### config.mk
export PLATFORM = sky130hd
export DESIGN_NAME = lcd_text_controller
export DESIGN_NICKNAME = d
export VERILOG_FILES = /design/src/rtl/lcd_text_controller.sv
export SDC_FILE = /design/constraint.sdc
export NUM_CORES = 1
export LEC_CHECK = 0
export BUFFER_PORTS_ARGS = -buffer_cell sky130_fd_sc_hd__buf_2
export CORE_ASPECT_RATIO = 1.4
export CORE_MARGIN = 2
export CORE_UTILIZATION = 55
export CTS_CLUSTER_DIAMETER = 30
export CTS_CLUSTER_SIZE = 28
export DETAILED_ROUTE_END_ITERATION = 10
export MAX_ROUTING_LAYER = met4
export PLACE_DENSITY = 0.73
export SLEW_MARGIN = 15
export SYNTH_ARGS = -nofsm -noshare
export SYNTH_HDL_FRONTEND = slang
export SYNTH_SLANG_ARGS = --single-unit
### constraint.sdc
create_clock -name clock50MHz -period 3.25 [get_ports clock50MHz]
set_input_delay 0.1625 -clock clock50MHz [delete_from_list [all_inputs] [get_ports clock50MHz]]
set_output_delay 0.1625 -clock clock50MHz [all_outputs]
set_load 0.1 [all_outputs]
### src/rtl/lcd_text_controller.sv
// HD44780 character-LCD controller with an on-chip ROWS x COLS text buffer.
// Runs the panel power-up sequence, then streams the buffer as address/data frames on a divided tick.
module lcd_text_controller #(
    parameter int CLK_HZ       = 50_000_000,
    parameter int TICK_HZ      = 500,
    parameter int ROWS         = 2,
    parameter int COLS         = 16,
    parameter int BUS4         = 0,
    parameter int AUTO_REFRESH = 0,
    localparam int AW          = (ROWS * COLS > 1) ? $clog2(ROWS * COLS) : 1
) (
    input  logic          clock50MHz,
    input  logic          reset,
    input  logic          wr_en,
    input  logic [AW-1:0] wr_addr,
    input  logic [7:0]    wr_data,
    input  logic          refresh_req,
    output logic          busy,
    output logic          frame_done,
    output logic          RS,
    output logic          RW,
    output logic          E,
    output logic [7:0]    DB,
    output logic          LCD_On,
    output logic          LCD_Blon
);

    localparam int DIV     = CLK_HZ / TICK_HZ;
    localparam int DIVW    = $clog2(DIV);
    localparam int NCHAR   = ROWS * COLS;
    localparam int CW      = (COLS > 1) ? $clog2(COLS) : 1;
    localparam int RWID    = (ROWS > 1) ? $clog2(ROWS) : 1;
    localparam int NINIT   = (BUS4 != 0) ? 5 : 4;
    localparam int CLR_IDX = (BUS4 != 0) ? 3 : 2;

    typedef enum logic [2:0] {
        S_PWR_WAIT,
        S_INIT,
        S_INIT_WAIT,
        S_IDLE,
        S_SET_ADDR,
        S_WRITE_CHAR
    } state_t;

    typedef enum logic [1:0] {
        PH_SETUP,
        PH_PULSE,
        PH_HOLD
    } phase_t;

    state_t            state_q, state_d;
    phase_t            phase_q, phase_d;
    logic              nib_q, nib_d;
    logic [4:0]        wait_q, wait_d;
    logic [2:0]        idx_q, idx_d;
    logic [RWID-1:0]   row_q, row_d;
    logic [CW-1:0]     col_q, col_d;
    logic [7:0]        byte_q, byte_d;
    logic              rs_q, rs_d;
    logic              pend_q, pend_d;
    logic              done_q, done_d;
    logic [DIVW-1:0]   div_q, div_d;
    logic [7:0]        buf_q [NCHAR];

    logic              tick;
    logic              byte_end;
    logic              load;
    logic [7:0]        ld_byte;
    logic              ld_rs;
    logic              xfer;

    function automatic logic [7:0] init_cmd(input logic [2:0] idx);
        if (BUS4 != 0) begin
            case (int'(idx))
                0:       return 8'h20;
                1:       return 8'h28;
                2:       return 8'h0C;
                3:       return 8'h01;
                default: return 8'h06;
            endcase
        end
        case (int'(idx))
            0:       return 8'h38;
            1:       return 8'h0C;
            2:       return 8'h01;
            default: return 8'h06;
        endcase
    endfunction

    function automatic logic [7:0] addr_cmd(input logic [RWID-1:0] r);
        case (int'(r))
            0:       return 8'h80;
            1:       return 8'hC0;
            2:       return 8'h94;
            default: return 8'hD4;
        endcase
    endfunction

    function automatic logic [AW-1:0] char_addr(input logic [RWID-1:0] r, input logic [CW-1:0] c);
        int a;
        a = int'(r) * COLS + int'(c);
        return AW'(a);
    endfunction

    assign tick = (div_q == DIVW'(DIV - 1));

    // The lone 0x2 nibble that switches the panel into 4-bit mode has no low half.
    assign byte_end = (phase_q == PH_HOLD) &&
                      ((BUS4 == 0) || nib_q || (state_q == S_INIT && idx_q == 3'd0));

    always_ff @(posedge clock50MHz) begin
        if (reset) begin
            state_q <= S_PWR_WAIT;
            phase_q <= PH_SETUP;
            nib_q   <= 1'b0;
            wait_q  <= '0;
            idx_q   <= '0;
            row_q   <= '0;
            col_q   <= '0;
            rs_q    <= 1'b0;
            pend_q  <= 1'b0;
            done_q  <= 1'b0;
            div_q   <= '0;
        end else begin
            state_q <= state_d;
            phase_q <= phase_d;
            nib_q   <= nib_d;
            wait_q  <= wait_d;
            idx_q   <= idx_d;
            row_q   <= row_d;
            col_q   <= col_d;
            rs_q    <= rs_d;
            pend_q  <= pend_d;
            done_q  <= done_d;
            div_q   <= div_d;
        end
        byte_q <= byte_d;
    end

    always_ff @(posedge clock50MHz) begin
        if (reset) begin
            for (int i = 0; i < NCHAR; i++) buf_q[i] <= 8'h20;
        end else if (wr_en && (int'(wr_addr) < NCHAR)) begin
            buf_q[wr_addr] <= wr_data;
        end
    end

    always_comb begin
        state_d = state_q;
        phase_d = phase_q;
        nib_d   = nib_q;
        wait_d  = wait_q;
        idx_d   = idx_q;
        row_d   = row_q;
        col_d   = col_q;
        byte_d  = byte_q;
        rs_d    = rs_q;
        done_d  = 1'b0;
        pend_d  = pend_q | refresh_req;
        div_d   = tick ? '0 : div_q + 1'b1;
        load    = 1'b0;
        ld_byte = byte_q;
        ld_rs   = 1'b0;

        if (tick) begin
            case (state_q)
                S_PWR_WAIT: begin
                    if (wait_q == 5'd19) begin
                        state_d = S_INIT;
                        idx_d   = 3'd0;
                        load    = 1'b1;
                        ld_byte = init_cmd(3'd0);
                    end else begin
                        wait_d = wait_q + 5'd1;
                    end
                end
                S_INIT_WAIT: begin
                    if (wait_q == 5'd1) begin
                        state_d = S_INIT;
                        idx_d   = idx_q + 3'd1;
                        load    = 1'b1;
                        ld_byte = init_cmd(idx_q + 3'd1);
                    end else begin
                        wait_d = wait_q + 5'd1;
                    end
                end
                S_IDLE: begin
                    if (refresh_req || pend_q || (AUTO_REFRESH != 0)) begin
                        state_d = S_SET_ADDR;
                        row_d   = '0;
                        col_d   = '0;
                        pend_d  = 1'b0;
                        load    = 1'b1;
                        ld_byte = addr_cmd('0);
                    end
                end
                default: begin
                    case (phase_q)
                        PH_SETUP: phase_d = PH_PULSE;
                        PH_PULSE: phase_d = PH_HOLD;
                        default: begin
                            if (!byte_end) begin
                                phase_d = PH_SETUP;
                                nib_d   = 1'b1;
                            end else if (state_q == S_INIT) begin
                                if (idx_q == 3'(CLR_IDX)) begin
                                    state_d = S_INIT_WAIT;
                                    wait_d  = '0;
                                end else if (idx_q == 3'(NINIT - 1)) begin
                                    state_d = S_SET_ADDR;
                                    row_d   = '0;
                                    col_d   = '0;
                                    load    = 1'b1;
                                    ld_byte = addr_cmd('0);
                                end else begin
                                    idx_d   = idx_q + 3'd1;
                                    load    = 1'b1;
                                    ld_byte = init_cmd(idx_q + 3'd1);
                                end
                            end else if (state_q == S_SET_ADDR) begin
                                state_d = S_WRITE_CHAR;
                                col_d   = '0;
                                load    = 1'b1;
                                ld_rs   = 1'b1;
                                ld_byte = buf_q[char_addr(row_q, CW'(0))];
                            end else if (col_q != CW'(COLS - 1)) begin
                                col_d   = col_q + 1'b1;
                                load    = 1'b1;
                                ld_rs   = 1'b1;
                                ld_byte = buf_q[char_addr(row_q, col_q + 1'b1)];
                            end else if (row_q != RWID'(ROWS - 1)) begin
                                state_d = S_SET_ADDR;
                                row_d   = row_q + 1'b1;
                                col_d   = '0;
                                load    = 1'b1;
                                ld_byte = addr_cmd(row_q + 1'b1);
                            end else begin
                                state_d = S_IDLE;
                                row_d   = '0;
                                col_d   = '0;
                                done_d  = 1'b1;
                            end
                        end
                    endcase
                end
            endcase
        end

        // Characters are sampled here, so a same-cycle write to this entry is seen next frame.
        if (load) begin
            phase_d = PH_SETUP;
            nib_d   = 1'b0;
            byte_d  = ld_byte;
            rs_d    = ld_rs;
        end
    end

    always_comb begin
        xfer       = (state_q == S_INIT) || (state_q == S_SET_ADDR) || (state_q == S_WRITE_CHAR);
        E          = xfer && (phase_q == PH_PULSE);
        RS         = xfer && rs_q;
        DB         = 8'h00;
        if (xfer) begin
            DB = (BUS4 != 0) ? {(nib_q ? byte_q[3:0] : byte_q[7:4]), 4'h0} : byte_q;
        end
        busy       = (state_q != S_IDLE);
        frame_done = done_q;
        RW         = 1'b0;
        LCD_On     = 1'b1;
        LCD_Blon   = 1'b1;
    end

endmodule

# Word level (Yosys, flattened, before mapping)
# Memories as Yosys holds them, arrays and structs flattened. A register that Yosys moved wholly into a read port is not among the register bits.
# Index checks and enable logic that the tools add are counted.
# totals
register_bits,46
ramBits,256
out_inout_bits,15
n_memories,1
# memory_table
memory,depth,width,rd,rd_clocked_by_memory_dff,write_ports,line,rtl
buf_q,32,8,2,1,32,63,logic [7:0] buf_q [NCHAR];
# op_classes
add_sub_neg,6
n_eq_ne,35
muxes,96
bitwise_logic,7
n_reduce_logical,27
# ops
op,n
two-way mux 8 bit,13
two-way mux 3 bit,18
two-way mux 5 bit,9
two-way mux 1 bit,37
two-way mux 4 bit,8
AND reduction 9 bit,3
one-hot mux 8 bit (3 select lines),1
one-hot mux 3 bit (3 select lines),2
one-hot mux 6 bit (3 select lines),1
adder 17 x 1 -> 17 bit (second input constant),1
== test 17 bit (second input constant),1
one-hot mux 8 bit (2 select lines),1
AND reduction 8 bit,2
== test 3 x 2 -> 1 bit (second input constant),5
!= test 3 x 1 -> 1 bit (second input constant),5
one-hot mux 5 bit (3 select lines),1
!= test 3 x 2 -> 1 bit (second input constant),4
OR reduction 11 bit,1
!= test 2 bit (second input constant),5
nonzero test 3 bit,3
one-hot mux 4 bit (2 select lines),1
OR reduction 2 bit,4
OR reduction 8 bit,1
!= test 7 x 1 -> 1 bit (second input constant),1
other kinds (32),43

# Logic depth before layout (Yosys ltp)
# logic_depth
word_depth,10
mapped_depth,10
depth_no_buf,8

# Worst setup path before layout
# OpenSTA, ideal clock, no wires.
# synth_path
path_kind,reg2out
start,reg state_q[0]
end,out E
arrival_time_ps,4102
path_slack_ps,-1015
path_stages_with_launch,5
path_buffers,2
path_cell_list,dfxtp_1 clkbuf_1 clkbuf_1 nor2_1 nor4b_1
# synth_between
elab_chain_cells,4
word_cells_on_any_way,6
# synth_rtl
item,line,rtl
"start, declared",51,"state_t state_q, state_d;"
"start signal, assigned",125,state_q <= state_d;
== test 3 x 1 -> 1 bit or == test 3 bit (tied branches),259,xfer = (state_q == S_INIT) || (state_q == S_SET_ADDR) || (state_q == S_WRITE_CHAR);
logical OR 1 bit,259,
logical OR 1 bit *,259,
logical AND 1 bit *,260,E = xfer && (phase_q == PH_PULSE);
"end, declared",22,"output logic E,"
# Every way passes the cells marked *; elsewhere a longest branch is shown, timed or not.

# Worst setup path in the final report
# layout_path
start,reg col_q[0]
end,"reg byte_q[2], data pin"
# layout_between
elab_chain_cells,9
word_cells_on_any_way,10
# layout_rtl
item,line,rtl
"start, declared",57,"logic [CW-1:0] col_q, col_d;"
"start signal, assigned",131,col_q <= col_d;
adder 4 x 1 -> 4 bit,230,"ld_byte = buf_q[char_addr(row_q, col_q + 1'b1)];"
adder 5 x 4 -> 5 bit,101,a = int'(r) * COLS + int'(c);
memory read (32 x 8 bit),n/a,
two-way mux 8 bit *,226,end else if (col_q != CW'(COLS - 1)) begin
two-way mux 8 bit *,220,end else if (state_q == S_SET_ADDR) begin
two-way mux 8 bit *,205,end else if (state_q == S_INIT) begin
two-way mux 8 bit *,202,if (!byte_end) begin
two-way mux 8 bit *,198,case (phase_q)
one-hot mux 8 bit (3 select lines) *,166,case (state_q)
"end signal, assigned",137,byte_q <= byte_d;
"end, declared",58,"logic [7:0] byte_q, byte_d;"
# Every way passes the cells marked *; elsewhere a longest branch is shown, timed or not. The select of a mux whose other input is x is not followed.
# A chain may end at the register's enable or synchronous reset.

==> results.tsv <==
metric	value	unit
Die H	197	µm
pin count of the biggest net entering global routing	69	
crit share post-route	84.8	%
crit path capture	byte_q[2]	
dominant synthesized flop cell	edfxtp_1	
crit-path max FO	19	
cts bufs inserted	45	
Tightest Pin Transition	0.976	ns
final antenna-violating net count	0	
Yosys cell types	58	
final total power	9540	µW
first-pass GRT wire length	54800	µm
critical path depth	7	
largest cells by area after synthesis	edfxtp_1 54%, mux4_2 10%, and2_1 9.8%	
slowest stage delay, CP	0.49	ns
final setup margin	0.493	ns
RR Endpoint	byte_q[2]	
Via Count	9333	
vias in the first global route	9509	
Post-synth EDFFs	264	
DIE AREA	28000	µm²
Remaining DRCs	0	
outcome	completed	
Synth Area per Inst	12.8	µm²
layout cells sized above 1	20.7	%
Slew Limit Fails	0	
RSZ-0062 raised after global routing	no	
Final GP Congestion	0.899	
r2r setup slk	0.49	ns
via/cell ratio	6.07	
Setup violations, final	0	
async set-reset flop share out of synthesis	0	%
Post-DP HPWL	23000	µm
CP Cell Sequence	ha_4 > buf_4 > buf_4 > mux4_2 > mux4_2 > o211ai_1 > o211ai_1	
register area share after synthesis	59.4	%
initial antenna violation count	0	
critical path buffer and inverter count	2	
pre-CTS worst setup slack	0.498	ns
Synth area leader	edfxtp_1	
Die Wd	142	µm
WP data arrival	3.03	ns
TritonCTS sink count	303	
clock latency on the worst-skew pair	0.55	ns
P_int	7420	µW
Yosys reg bits	303	
CP endpoint kind	register	
CTS tree	yes	
Switching Share	22.2	%
Hold Path Depth	3	
Final Util	63.9	%
delay-heaviest family, CP	multiplexers	
ANT cells	0	
Seq pwr share	46.9	%
Starting Density	56.0	%
Nets	1205	
IR drop worst, VDD	0.346	mV
Area Growth Syn to Fin	14.1	%
YS warnings	0	
WL/cell	22.9	µm
CTS clk-pin slew, worst paths	0.05	ns
Post-Syn Area	14700	µm²
Clock Skews	0.0180	ns
postcts setup bufs	0	
Hold Violations, Final	0	
cell with the most instances after synthesis	edfxtp_1	
CTS Root Cell	clkbuf_16	
CP required	3.52	ns
post-cts sizing count	0	
H-tree Lvls	2	
Crit Path Class	reg2reg	
port bufs	28	
clock power share	49.5	%
fin crit period	2.76	ns
num rows	70	
Switching Power	2120	µW
GRT Residual Overflow	0	
Yosys top cell area share	54.0	%
Worst R2R Path Depth	7	
commonest cells in the netlist	264 x edfxtp_1, 229 x and2_1, 86 x nor2_1, 70 x nand2_1, 65 x mux4_2	
total negative slack	0	ns
drt first pass iters	7	
fin area	16700	µm²
Boundary Pins	32	
combinational share of power	3.6	%
total core area	26200	µm²
DRT Wirelength	35200	µm
startpoint types	register	
DP Area	15200	µm²
class of the worst hold path	in2reg	
GRT Overall Usage	26.9	%
f_max	0.363	GHz
clock tree buffer depth	3	
critical path launch point	col_q[0]	
pwr dens	570	nW/µm²
Slew HR	34.6	%
Max Cap Viol	0	
Initial DRC Count	940	
Leakage	0.00574	µW
CP max stage cell	ha_4	
Cells after Synth	1143	
Worst R2R Start	col_q[0]	
==> layout by cell type, fill, tap and decap left out, types with 4 or more instances in the layout <==
cell | netlist | layout
clkbuf_1 | 61 | 5
o2111ai_1 | 4 | 4
o21ai_0 | 17 | 17
ha_1 | 10 | 9
nor2_1 | 86 | 86
nand2_1 | 70 | 70
nor3_1 | 5 | 5
buf_4 | 3 | 33
inv_1 | 10 | 10
clkinv_1 | 0 | 5
nand3b_1 | 8 | 8
inv_6 | 0 | 5
and2_1 | 229 | 229
clkinvlp_4 | 0 | 7
or3_1 | 41 | 41
a31oi_1 | 8 | 8
clkinv_2 | 0 | 4
mux2_2 | 4 | 4
nor2b_1 | 6 | 6
nor4_1 | 4 | 4
nand2b_1 | 6 | 6
edfxtp_1 | 264 | 264
a21oi_1 | 22 | 22
o211ai_1 | 6 | 6
or2_2 | 34 | 34
xnor2_1 | 7 | 6
clkinv_4 | 0 | 4
xor2_1 | 13 | 12
clkbuf_16 | 0 | 47
nand3_1 | 25 | 25
dfxtp_1 | 39 | 38
nand4_1 | 15 | 15
mux2i_1 | 15 | 15
buf_2 | 8 | 28
mux4_2 | 65 | 65
and3_1 | 12 | 12
==> power groups by stage <==
stage	combinational, µW	clock [µW]	sequential, µW
2_1_floorplan	231	0	4510
3_3_place_gp	337	0	4540
3_5_place_dp	343	0	4550
4_1_cts	345	4760	4470
5_1_grt	367	4910	4490
6_report	343	4720	4470
==> logic make-up (layout without fill, tap and decap cells) <==
| group | Yosys count | after routing | share of synthesized area (%) |
|---|---|---|---|
| buf+inv | 87 | 156 | 2.37 |
| mux | 84 | 84 | 11.3 |
| other cells | 2 | 3 | 0.0512 |
| flops | 303 | 303 | 59.4 |
| simple gates | 558 | 558 | 21.3 |
| compound gates | 79 | 79 | 3.54 |
| fa+ha+maj | 10 | 10 | 0.853 |
| xor+xnor | 20 | 20 | 1.19 |
==> worst min-delay path by stage <==
stage	end	startpoint
4_1_cts	div_q[2]	reset
6_report	div_q[2]	reset
5_1_grt	div_q[2]	reset
3_5_place_dp	div_q[0]	div_q[0]
2_1_floorplan	buf_q[30][5]	wr_data[5]
3_3_place_gp	div_q[0]	div_q[0]
==> per-stage QoR <==
step	hold WS [ns]	std cells
3_3_place_gp	0.428	1454
6_report	0.149	1537
4_1_cts	0.138	1537
3_5_place_dp	0.449	1454
5_1_grt	0.166	1537
2_1_floorplan	0.342	1144
==> area by class of cell <==
| type | count | area [µm²] |
|---|---|---|
| Multi-Input combinational cell | 754 | 5670 |
| Clock buffer | 52 | 1190 |
| Fill cell | 1900 | 9450 |
| Sequential cell | 303 | 8710 |
| Timing Repair Buffer | 64 | 438 |
| Tap cell | 324 | 405 |
| Inverter | 10 | 37.5 |
| Clock inverter | 30 | 283 |
==> per-layer routing <==
layer / up-vias / global-route usage (%) / share of wire, % / wire length (µm)
met3: 89 / 4.22 / 6.0 / 2120
met5: - / - / 0 / 0
met1: 4616 / 33.0 / 38 / 13500
met2: 380 / 45.2 / 52 / 18200
met4: 0 / 10.4 / 3.7 / 1300
li1: 4248 / - / - / -
==> worst reg2reg max path, stage by stage (launching register included) <==
cell and delay (ns):
dfxtp_4 0.36, ha_4 0.49, buf_4 0.29, buf_4 0.22, mux4_2 0.34, mux4_2 0.47
o211ai_1 0.18, o211ai_1 0.13
==> registers in the layout (all words and copies together), names as in the netlist, 2 cells and up, named ones only <==
signal and cells:
state_q 3, wait_q 5, div_q 17, byte_q 8, idx_q 3, phase_q 2, buf_q 256, col_q 4
==> timing repair <==
action	4_1_cts	5_1_grt
endpoints found under the hold margin	1	0
hold buffers	1	0
setup endpoints to repair	0	0
No activity file was read; power rests on OpenSTA's default activity.
